`config.mk`:
```
export PLATFORM = sky130hd
export DESIGN_NAME = serial_mod_tracker
export DESIGN_NICKNAME = d
export VERILOG_FILES = /design/src/rtl/divisibility_pkg.sv /design/src/rtl/serial_mod_tracker.sv
export SDC_FILE = /design/constraint.sdc
export NUM_CORES = 1
export LEC_CHECK = 0
export CORE_AREA = 5 5 42 44
export CTS_BUF_LIST = sky130_fd_sc_hd__clkbuf_2
export DETAILED_ROUTE_END_ITERATION = 10
export DIE_AREA = 0 0 47 49
export DONT_BUFFER_PORTS = 1
export GPL_TIMING_DRIVEN = 0
export PLACE_DENSITY = 0.36
export REMOVE_ABC_BUFFERS = 1
export SKIP_CTS_REPAIR_TIMING = 1
export SLEW_MARGIN = 25
export SYNTH_ARGS = -nofsm -noshare
export SYNTH_HDL_FRONTEND = slang
export SYNTH_SLANG_ARGS = --single-unit
```
`constraint.sdc`:
```
create_clock -name clk -period 2.6 [get_ports clk]
set_input_delay 0.13 -clock clk [delete_from_list [all_inputs] [get_ports clk]]
set_output_delay 0.13 -clock clk [all_outputs]
set_load 0.005 [all_outputs]
```
`src/rtl/divisibility_pkg.sv`:
```
// Shared types and helpers for the serial divisibility datapath.
// Contents: FSM state encoding and the remainder-width helper.
// No ports; imported by serial_mod_tracker and serial_divisibility_word_checker.
package divisibility_pkg;

    typedef enum logic [1:0] {
        IDLE  = 2'd0,
        SHIFT = 2'd1,
        DONE  = 2'd2
    } state_t;

    // Bits needed to hold any remainder modulo the given divisor.
    function automatic int rem_width(input int divisor);
        return $clog2(divisor);
    endfunction

endpackage

```
`src/rtl/serial_mod_tracker.sv`:
```
// Serial remainder tracker: folds one MSB-first bit per step into rem mod DIVISOR.
// Latency: rem reflects a bit one cycle after step; clear and rst zero rem.
// Backpressure: none; the caller decides when to step.
// Ports: clk, rst (sync, active-high), clear, step, bit_in -> rem[RW-1:0].
module serial_mod_tracker
    import divisibility_pkg::*;
#(
    parameter  int DIVISOR = 5,
    localparam int RW      = rem_width(DIVISOR)
) (
    input  logic          clk,
    input  logic          rst,
    input  logic          clear,
    input  logic          step,
    input  logic          bit_in,
    output logic [RW-1:0] rem
);

    localparam logic [RW:0] DIV_T = (RW + 1)'(DIVISOR);

    logic [RW:0]   t;
    logic [RW:0]   diff;
    logic [RW-1:0] rem_next;

    // 2*rem + bit is at most 2*DIVISOR-1, so RW+1 bits always suffice and a
    // single conditional subtract brings it back into range.
    always_comb begin
        t    = {rem, bit_in};
        diff = t;
        if (t >= DIV_T) begin
            diff = t - DIV_T;
        end
        rem_next = diff[RW-1:0];
    end

    always_ff @(posedge clk) begin
        if (rst) begin
            rem <= '0;
        end else if (clear) begin
            rem <= '0;
        end else if (step) begin
            rem <= rem_next;
        end
    end

endmodule

```
==> metrics <==
Nets 40; top cells by area, synth dfxtp_1 (28%), ha_1 (12%), nand3b_1 (11%), o2111ai_1 (8.2%), inv_1 (7.0%); total negative slack 0 ps; width of the die between 40 and 50 um; I/O Pins 8; worst hold path type in2reg; row count 14; Mapped Area 214.0 sq um; clock sinks 3; Overflow after GRT 0; Worst Hold Depth 2; Yosys top cell by area dfxtp_1; Crit path max-delay family buffers and inverters; PortBufs 0; pwr/cell area 444.3 nW/um^2; Initial Util 15.27%; reg-to-reg critical path endpoint rem[2]$_SDFFE_PP0P_; TritonCTS clock tree done; Bufs on Longest Clock Path 2; number of fillers in the final layout approximately 170; TritonCTS Buffers 3; R2R cell count 6; Synth warnings 0; Most flops, register rem; Synth Register Bits 3; Final Hold Viols 0; count of different cell masters after synthesis 15; Largest regs rem (3); EDFF count, synth 0; routability cong. about 0.67; worst path arrival time 1750 ps; synth cell count leaders inv_1 (4), dfxtp_1 (3), nand3b_1 (3); Place WS 1327 ps; pin count of the biggest net entering global routing 9; CTS clock-pin slew for the worst setup and hold paths 40 ps; asr flop ratio synth 0%; Pins Over Slew Limit 0; WP buf/inv 2; critical path depth 6; outcome complete, no violations; vias in the first global route 203; Ant. Diodes 0; CTS root buffer clkbuf_2; hold path start step; clock skew 2.914 ps; Required @ worst endpoint 2680 ps; WL final 463 um; initial DRC count 0; clock latency on the worst-skew pair 200 ps; Final Cycle Share between 60 and 70%; DR WL/cell roughly 9.6 um; Yosys top cell area share approximately 28%; Synth Area per Inst between 8 and 9 sq um; FMAX roughly 0.6 GHz; max reg flops 3; slew margin rel. 83.79%; worst-margin pin slew 242.9 ps; Crit Reg-Reg Startpoint rem[0]$_SDFFE_PP0P_; Routed Antenna Nets 0; Residual DRC 0; Slowest-stage cell, CP dlygate4sd3_1; core area 1401 sq um; hold endpoint rem[0]$_SDFFE_PP0P_; total global-route track usage 5.137%; Via Count 204; initial antenna violation count 0; MaxCap Viol Count 0; Worst VDD drop 0.1487 mV; setup ws final roughly 930 ps; slowest stage delay, CP roughly 550 ps; LEAKAGE 0.09990 nW; worst-path fanout max 4; chip height 49 um; first-pass GRT wire length 834 um; critical path type reg2reg; hpwl dp 389.8 um; most frequent cell after synthesis inv_1; die area 2303 sq um; layout cells sized above 1 between 10% and 20%; Final min period between 1500 and 2000 ps; Layout area overhead 28.07%; count of final setup violators 0; first-pass iteration count of the detailed router 1; Worst setup EP type register; htree depth 1; Post-Synthesis Cells 26; crit start category register; Reg2Reg Setup Slack 930 ps; Via density 4.250; register area share after synthesis 28.07%; RSZ-0062 raised after global routing no; prevailing post-synth register cell dfxtp_1; crit-path cells inv_1, ha_1, and3_1, a21oi_1, nor3_1, dlygate4sd3_1
[routing by layer]
metal	part of all wire, %	wire, um	vias up	track usage (%)
met5	0	0	-	0
met4	0	0	0	2.765
met3	2.2	10	0	3.321
met2	63	292	1	8.824
met1	35	160	97	4.167
li1	-	-	106	-
[layout by cell type, fill, tap and decap left out, types with 2 or more instances in the layout]
| cell | n |
|---|---|
| inv_1 | 4 |
| clkbuf_2 | 4 |
| nand3b_1 | 3 |
| dfxtp_1 | 3 |
| and2_1 | 2 |
| o2111ai_1 | 2 |
| o211ai_1 | 2 |
| ha_1 | 2 |
| dlygate4sd3_1 | 2 |
[per-stage QoR]
step                      utilization [%]  power [mW]  hold WS (ps)  cell area (sq um)  instances
final                               19.55      0.1217         120.1              274.0         48
after detailed placement            16.70     0.05875         216.3              234.0         42
after floorplan                         -     0.05643         206.8              214.0         26
after global routing                19.55      0.1353         105.7              274.0         48
after CTS                           18.13      0.1254        -5.841              254.0         46
after global placement              16.70     0.05854         213.5              234.0         42
[worst max-delay path by stage]
stage | from | endpoint | slack (ps)
finish | rem[0]$_SDFFE_PP0P_ | rem[2]$_SDFFE_PP0P_ | 930
global placement | rem[0]$_SDFFE_PP0P_ | rem[1]$_SDFFE_PP0P_ | 1300
global route | rem[0]$_SDFFE_PP0P_ | rem[2]$_SDFFE_PP0P_ | 830
CTS | rem[0]$_SDFFE_PP0P_ | rem[0]$_SDFFE_PP0P_ | 1310
detailed placement | rem[0]$_SDFFE_PP0P_ | rem[1]$_SDFFE_PP0P_ | 1330
floorplan | rem[0]$_SDFFE_PP0P_ | rem[0]$_SDFFE_PP0P_ | 1460
[logic make-up (layout without fill, tap and decap cells)]
kind of cell / after synthesis / after routing / synth area share (%)
adder cells (fa/ha/maj): 2 / 2 / 11.69
buffers and inverters: 4 / 10 / 7.015
AND/OR/NAND/NOR: 10 / 10 / 29.82
AO/OA/AOI/OAI: 7 / 7 / 23.39
flip-flops: 3 / 3 / 28.07
[area by class of cell]
class	count	area, sq um	area share (%)
tap	16	20.02	7.306
clock buffer	4	20.02	7.306
inverter	4	15.01	5.479
multi-input combinational	19	138.9	50.68
sequential	3	60.06	21.92
timing repair buffer	2	20.02	7.306
[where the power goes]
group	internal [mW]	total, mW	leakage (nW)	switching (mW)
sequential	0.0470	0.0478	0.0243	0.000829
combinational	0.00574	0.0112	0.0590	0.00544
clock	0.0406	0.0628	0.0166	0.0222
Power figures use the tool's default switching activity.
